[src/rtl/rad4_booth_pkg.sv]
// Shared types and elaboration helpers for the radix-4 Booth sequential multiplier.
package rad4_booth_pkg;

  typedef enum logic [1:0] {
    IDLE = 2'd0,
    RUN  = 2'd1,
    DONE = 2'd2
  } state_e;

  // One Booth digit retires per cycle, so the counter spans W/2 iterations.
  function automatic int cnt_w(input int w);
    return (w / 2 > 1) ? $clog2(w / 2) : 1;
  endfunction

  function automatic bit w_legal(input int w);
    return (w >= 4) && (w % 2 == 0);
  endfunction

endpackage

[src/rtl/rad4_booth_encoder.sv]
// Radix-4 Booth digit encoder: bit triplet {x(2i+1), x(2i), x(2i-1)} to single/double/negative.
module rad4_booth_encoder (
  input  logic x1,
  input  logic x2,
  input  logic x3,
  output logic si,
  output logic di,
  output logic ni
);

  assign si = x2 ^ x3;
  assign di = (x1 & ~x2 & ~x3) | (~x1 & x2 & x3);
  assign ni = x1;

endmodule

[src/rtl/rad4_pp_select.sv]
// Partial-product selector: picks 0, A or 2A at W+2 bits and negates when the digit is negative.
module rad4_pp_select #(
  parameter int W = 16
) (
  input  logic signed [W-1:0] a,
  input  logic                si,
  input  logic                di,
  input  logic                ni,
  output logic signed [W+1:0] pp
);

  logic signed [W+1:0] a_ext;
  logic signed [W+1:0] mag;

  always_comb begin
    a_ext = {{2{a[W-1]}}, a};
    mag   = '0;
    if (di) begin
      mag = a_ext <<< 1;
    end else if (si) begin
      mag = a_ext;
    end
    // Negating a zero magnitude yields zero, so digit 111 needs no special case.
    pp = ni ? -mag : mag;
  end

endmodule

[src/rtl/rad4_booth_seq_mult.sv]
// Iterative signed radix-4 Booth multiplier: one digit per clock into a shift-and-add accumulator.
module rad4_booth_seq_mult
  import rad4_booth_pkg::*;
#(
  parameter int W = 16
) (
  input  logic                  clk,
  input  logic                  reset,
  input  logic                  in_valid,
  output logic                  in_ready,
  input  logic signed [W-1:0]   a,
  input  logic signed [W-1:0]   b,
  output logic                  out_valid,
  input  logic                  out_ready,
  output logic signed [2*W-1:0] p,
  output logic                  busy
);

  localparam int CW = cnt_w(W);
  localparam logic [CW-1:0] LAST = CW'(W / 2 - 1);

  if (!w_legal(W)) begin : g_bad_w
    $error("rad4_booth_seq_mult: W must be even and >= 4");
  end

  state_e              state_q, state_d;
  logic signed [W-1:0] a_q, a_d;
  logic [W:0]          bx_q, bx_d;
  logic signed [W+1:0] h_q, h_d;
  logic [W-1:0]        l_q, l_d;
  logic [CW-1:0]       cnt_q, cnt_d;

  logic                si, di, ni;
  logic signed [W+1:0] pp;
  logic signed [W+1:0] s;

  rad4_booth_encoder u_enc (
    .x1 (bx_q[2]),
    .x2 (bx_q[1]),
    .x3 (bx_q[0]),
    .si (si),
    .di (di),
    .ni (ni)
  );

  rad4_pp_select #(.W(W)) u_pp (
    .a  (a_q),
    .si (si),
    .di (di),
    .ni (ni),
    .pp (pp)
  );

  // W+2 bits of headroom keep the running sum exact even for (-2^(W-1))^2.
  assign s = h_q + pp;

  always_ff @(posedge clk or posedge reset) begin
    if (reset) begin
      state_q <= IDLE;
    end else begin
      state_q <= state_d;
    end
  end

  always_comb begin
    state_d = state_q;
    case (state_q)
      IDLE:    if (in_valid)      state_d = RUN;
      RUN:     if (cnt_q == LAST) state_d = DONE;
      DONE:    if (out_ready)     state_d = IDLE;
      default:                    state_d = IDLE;
    endcase
  end

  always_comb begin
    in_ready  = 1'b0;
    busy      = 1'b0;
    out_valid = 1'b0;
    p         = '0;
    case (state_q)
      IDLE: in_ready = 1'b1;
      RUN:  busy     = 1'b1;
      DONE: begin
        out_valid = 1'b1;
        p         = {h_q[W-1:0], l_q};
      end
      default: ;
    endcase
  end

  always_comb begin
    a_d   = a_q;
    bx_d  = bx_q;
    h_d   = h_q;
    l_d   = l_q;
    cnt_d = cnt_q;
    if (state_q == IDLE && in_valid) begin
      a_d   = a;
      bx_d  = {b, 1'b0};
      h_d   = '0;
      l_d   = '0;
      cnt_d = '0;
    end else if (state_q == RUN) begin
      // Arithmetic shift of {S,L} by one digit: the two low sum bits migrate into L.
      h_d   = {{2{s[W+1]}}, s[W+1:2]};
      l_d   = {s[1:0], l_q[W-1:2]};
      bx_d  = bx_q >> 2;
      cnt_d = cnt_q + CW'(1);
    end
  end

  always_ff @(posedge clk or posedge reset) begin
    if (reset) begin
      a_q   <= '0;
      bx_q  <= '0;
      h_q   <= '0;
      l_q   <= '0;
      cnt_q <= '0;
    end else begin
      a_q   <= a_d;
      bx_q  <= bx_d;
      h_q   <= h_d;
      l_q   <= l_d;
      cnt_q <= cnt_d;
    end
  end

endmodule

[config.mk]
export PLATFORM = sky130hd
export DESIGN_NAME = rad4_booth_seq_mult
export DESIGN_NICKNAME = d
export VERILOG_FILES = /design/src/rtl/rad4_booth_pkg.sv /design/src/rtl/rad4_booth_encoder.sv /design/src/rtl/rad4_pp_select.sv /design/src/rtl/rad4_booth_seq_mult.sv
export SDC_FILE = /design/constraint.sdc
export NUM_CORES = 1
export LEC_CHECK = 0
export ABC_CLOCK_PERIOD_IN_PS = 4950
export CORE_AREA = 2 2 96 98
export CTS_CLUSTER_DIAMETER = 100
export DETAILED_ROUTE_END_ITERATION = 12
export DIE_AREA = 0 0 98 100
export PLACE_DENSITY = 0.8
export SLEW_MARGIN = 20
export SYNTH_ARGS = -nofsm -noshare
export SYNTH_HDL_FRONTEND = slang
export SYNTH_SLANG_ARGS = --single-unit
export TNS_END_PERCENT = 5
[constraint.sdc]
create_clock -name clk -period 4.95 [get_ports clk]
set_input_delay 0.99 -clock clk [delete_from_list [all_inputs] [get_ports clk]]
set_output_delay 0.99 -clock clk [all_outputs]
set_load 0.1 [all_outputs]
==> results by stage <==
CTS:
- In this run, CTS created clock tree buffers numbering 9.
- The clock insertion delay at the later pin of the skew report is 0.35 ns.
- The CTS tree is done.
- The number of setup buffers added after CTS is 0.
- CTS saw 70 sinks.
- The total of hold buffers inserted after clock tree synthesis is 0.
- The clock-pin slew of the registers on the worst-case setup and hold paths is 0.08 ns.
- The root buffer cell chosen for the clock tree is sky130_fd_sc_hd__clkbuf_8.
- The clock passes through at most 2 buffers.
- The clock tree synthesis step divided the H-tree into 3 levels.
- The number of gates resized after CTS was 0.

Placement:
- The number of buffer cells added on primary ports is 70.
- The HPWL reported at the end of detailed placement is 9191 microns.
- The weighted congestion reported at the end of routability-driven placement is 0.9580.

Finish:
- In the layout the commonest cells are 148 x sky130_fd_sc_hd__nand2_1, 70 x sky130_fd_sc_hd__dfrtp_1, 69 x sky130_fd_sc_hd__clkdlybuf4s50_1, 63 x sky130_fd_sc_hd__o21ai_0, 33 x sky130_fd_sc_hd__and2_1.
- The most common cell after layout, fill and taps aside is sky130_fd_sc_hd__nand2_1.
- 0 antenna diodes ended up in the layout.
- The post-route netlist has 6.126% of its cells at a drive strength greater than 1.
- In the final design database the tool counted 707 nets.
- Relative to the synthesized area, the layout overhead comes to 19.62%.

Synthesis:
- The share of the Yosys chip area taken by registers is 36.86%.
- When the netlist entered floorplanning its net count stood at 650.
- Sorting the synthesized cells by area gives the leading types as sky130_fd_sc_hd__dfrtp_1 37%, sky130_fd_sc_hd__nand2_1 12%, sky130_fd_sc_hd__o21ai_0 6.6%, sky130_fd_sc_hd__ha_1 5.3%, sky130_fd_sc_hd__and2_1 4.5%.
- Counting flops with a built-in enable in the synthesized netlist gives 0.
- In this run the cell area of the synthesized design comes to 4752 sq um.
- The netlist uses 64 different library cells.
- Among all flip-flop cells after synthesis, the most frequent one is sky130_fd_sc_hd__dfrtp_1.
- For this run, the number of Yosys warnings is 0.
- The flop and latch count out of synthesis is 70.
- Summed over its instances, the top area cell type makes up 36.86% of the synthesized netlist area.
- After technology mapping, the gate count stands at 593.
- The average instance in the mapped netlist occupies 8.014 sq um.
- The largest total area in the synthesized netlist belongs to sky130_fd_sc_hd__dfrtp_1.
- The fraction of registers with async set or reset after synthesis is 100.0%.

Setup path:
- The worst reg2reg path endpoint is h_q[16].
- The highest net fanout along the worst path is 16.
- The worst setup path is launched from a flop.
- The data arrival at the endpoint of the critical path is 4.72 ns.
- In this run the critical register-to-register path is launched from bx_q[0].
- The register-to-register setup slack is 0.46 ns.
- The worst register-to-register path has a depth of 16.
- The critical path start-end classification is reg -> reg.
- The worst setup path is captured at a flop.
- Data on the critical path is required at its endpoint by 5.18 ns.

Floorplan:
- In this run the horizontal extent of the chip is 98 microns.
- The placeable core region is 8890 sq um.
- The number of rows in the core area is 35.
- Once the floorplan was initialized, standard cells occupied 53.46% of the core.
- The area of the die is 9800 sq um.
- The I/O pin total is 71.
- Measured along the y axis, the die boundary spans 100 microns.

Hold path:
- The hold-critical path endpoint is bx_q[6].
- The start point of the worst hold path is bx_q[6].
- The worst hold path depth is 2.
- In this run the worst hold path is classified as reg -> reg.

Timing:
- At the pin with the least slew margin, the transition time is 1.004 ns.
- The worst slew margin relative to its limit is 32.76%.
- Setup violations remaining at the end of the flow were counted as 0.
- After routing, the total negative slack on setup checks comes to 0 ns.
- Static timing analysis puts the maximum clock frequency at 223.0 MHz.
- Setup repair after global routing left no endpoint under its margin.
- The number of hold violations in the final report is 0.
- For the final database, setup skew stands at 0.01184 ns.
- The ratio of final minimum period to clock period is 90.61%.
- The count of final max-slew check failures is 0.
- The time the final worst path needs with I/O delays and setup is 4.485 ns.

Job:
- The max-cap check violation count is 0.

Detailed routing:
- The antenna violation net count after detailed routing is 0.
- After detailed routing, the average wire length per cell comes to 16.90 microns.
- Across all layers, the routed design uses 4,477 vias.
- The first-pass detailed-route iteration total is 5.
- For this block, the initial DRC count from the detailed router was 275.
- In the routed design, unresolved DRC markers number 0.
- The total wire length after detailed routing is 12,910 microns.
- The via count normalized by instance count is 5.860.

Run status:
- The flow ran to the end, and the final reports show no timing, DRC or antenna violations.

Global route:
- The aggregate global routing overflow is 0.
- Entering global routing, the biggest net connects 56 pins.
- The initial antenna violation count is 0.
- The first global-routing pass estimated 21,260 microns of wire.
- The number of global-route vias before repair is 4,360.
- Across every metal layer, demand over resource in global routing totals 26.86%.
## critical path, stage by stage, from the launching register on
cell                       delay (ns)
sky130_fd_sc_hd__dfrtp_1         0.63
sky130_fd_sc_hd__or3b_2          0.28
sky130_fd_sc_hd__o21ai_1         0.11
sky130_fd_sc_hd__buf_4           0.19
sky130_fd_sc_hd__a221o_1         0.36
sky130_fd_sc_hd__or2_1           0.34
sky130_fd_sc_hd__or3_4           0.40
sky130_fd_sc_hd__o311a_1         0.14
sky130_fd_sc_hd__a211o_1         0.24
sky130_fd_sc_hd__ha_1            0.34
sky130_fd_sc_hd__nor3_1          0.19
sky130_fd_sc_hd__nor2_1          0.07
sky130_fd_sc_hd__o41ai_1         0.07
sky130_fd_sc_hd__o211ai_1        0.21
sky130_fd_sc_hd__o21ai_0         0.44
sky130_fd_sc_hd__mux2i_1         0.27
sky130_fd_sc_hd__nand3_1         0.09
## synth_stat cells, types with 2 or more instances
| cell type | count |
|---|---|
| sky130_fd_sc_hd__buf_1 | 3 |
| sky130_fd_sc_hd__nor2_1 | 26 |
| sky130_fd_sc_hd__and3b_1 | 2 |
| sky130_fd_sc_hd__o22ai_1 | 3 |
| sky130_fd_sc_hd__o211ai_1 | 6 |
| sky130_fd_sc_hd__a31oi_1 | 4 |
| sky130_fd_sc_hd__nand3b_1 | 3 |
| sky130_fd_sc_hd__a221o_1 | 4 |
| sky130_fd_sc_hd__or2_1 | 3 |
| sky130_fd_sc_hd__nor3_1 | 10 |
| sky130_fd_sc_hd__buf_2 | 2 |
| sky130_fd_sc_hd__xor2_1 | 12 |
| sky130_fd_sc_hd__o21a_1 | 2 |
| sky130_fd_sc_hd__a21oi_1 | 17 |
| sky130_fd_sc_hd__and3_1 | 2 |
| sky130_fd_sc_hd__and2_1 | 34 |
| sky130_fd_sc_hd__dfrtp_1 | 70 |
| sky130_fd_sc_hd__nor3b_1 | 3 |
| sky130_fd_sc_hd__buf_6 | 4 |
| sky130_fd_sc_hd__o31ai_1 | 4 |
| sky130_fd_sc_hd__a21o_1 | 6 |
| sky130_fd_sc_hd__nor2b_1 | 4 |
| sky130_fd_sc_hd__ha_1 | 20 |
| sky130_fd_sc_hd__clkbuf_1 | 25 |
| sky130_fd_sc_hd__o31a_1 | 2 |
| sky130_fd_sc_hd__mux2i_1 | 3 |
| sky130_fd_sc_hd__a221oi_1 | 2 |
| sky130_fd_sc_hd__xnor2_1 | 9 |
| sky130_fd_sc_hd__nand3_1 | 15 |
| sky130_fd_sc_hd__nand2b_1 | 3 |
| sky130_fd_sc_hd__o21bai_1 | 2 |
| sky130_fd_sc_hd__or3_4 | 2 |
| sky130_fd_sc_hd__a32o_1 | 2 |
| sky130_fd_sc_hd__o41ai_1 | 2 |
| sky130_fd_sc_hd__a21boi_0 | 7 |
| sky130_fd_sc_hd__a211oi_1 | 6 |
| sky130_fd_sc_hd__a21boi_2 | 2 |
| sky130_fd_sc_hd__a22oi_1 | 16 |
| sky130_fd_sc_hd__nand2_1 | 148 |
| sky130_fd_sc_hd__o21ai_0 | 63 |
| sky130_fd_sc_hd__nor4_1 | 2 |
| sky130_fd_sc_hd__or2_2 | 2 |
| sky130_fd_sc_hd__inv_1 | 15 |
## metal layers
layer	wire (microns)	up-vias	GRT usage [%]
li1	-	2177	-
met1	5827	2114	37.39
met2	6064	166	43.89
met3	791	20	4.178
met4	229	0	7.479
met5	0	-	0
## flip-flops by register name, indices dropped and copies added (netlist names)
signal   flops
state_q      2
cnt_q        3
h_q         16
a_q         16
bx_q        17
l_q         16
## how the worst max path moves through the flow
stage               startpoint      end  slack (ns)  depth (start not counted)
floorplan              bx_q[0]  h_q[16]        0.91                         18
global placement       bx_q[0]  h_q[16]        0.64                         16
detailed placement     bx_q[0]  h_q[16]        0.50                         16
CTS                    bx_q[0]  h_q[16]        0.50                         17
global route           bx_q[0]  h_q[16]        0.03                         17
finish                 bx_q[0]  h_q[16]        0.46                         16
## metrics by stage
| stage | cells | setup slack, ns | util [%] | hold WS [ns] | cell area, sq um |
|---|---|---|---|---|---|
| floorplan | 593 | 0.9074 | - | 0.4463 | 4752 |
| global placement | 750 | 0.6357 | 61.96 | 0.4586 | 5508 |
| detailed placement | 750 | 0.5043 | 61.96 | 0.4672 | 5508 |
| CTS | 764 | 0.4954 | 63.94 | 0.4868 | 5684 |
| global route | 764 | 0.03298 | 63.94 | 0.5166 | 5684 |
| finish | 764 | 0.4648 | 63.94 | 0.4855 | 5684 |
## logic make-up after synthesis
family,share of synthesized area (%)
buf+inv,4.634
mux,0.8689
compound gates,22.12
simple gates,25.96
fa+ha+maj,5.687
flops,36.86
xor+xnor,3.871
## layout make-up
class	instances	area [sq um]
sequential	70	1752
multi-input combinational	473	2784
clock buffer	9	123.9
clock inverter	5	52.55
timing repair buffer	80	773.2
tap	111	138.9
inverter	16	60.06
fill	781	3206
Power is left out: the tool's default activity adds up to more than one toggle a clock period on the data nets, which glitch-free logic cannot reach.
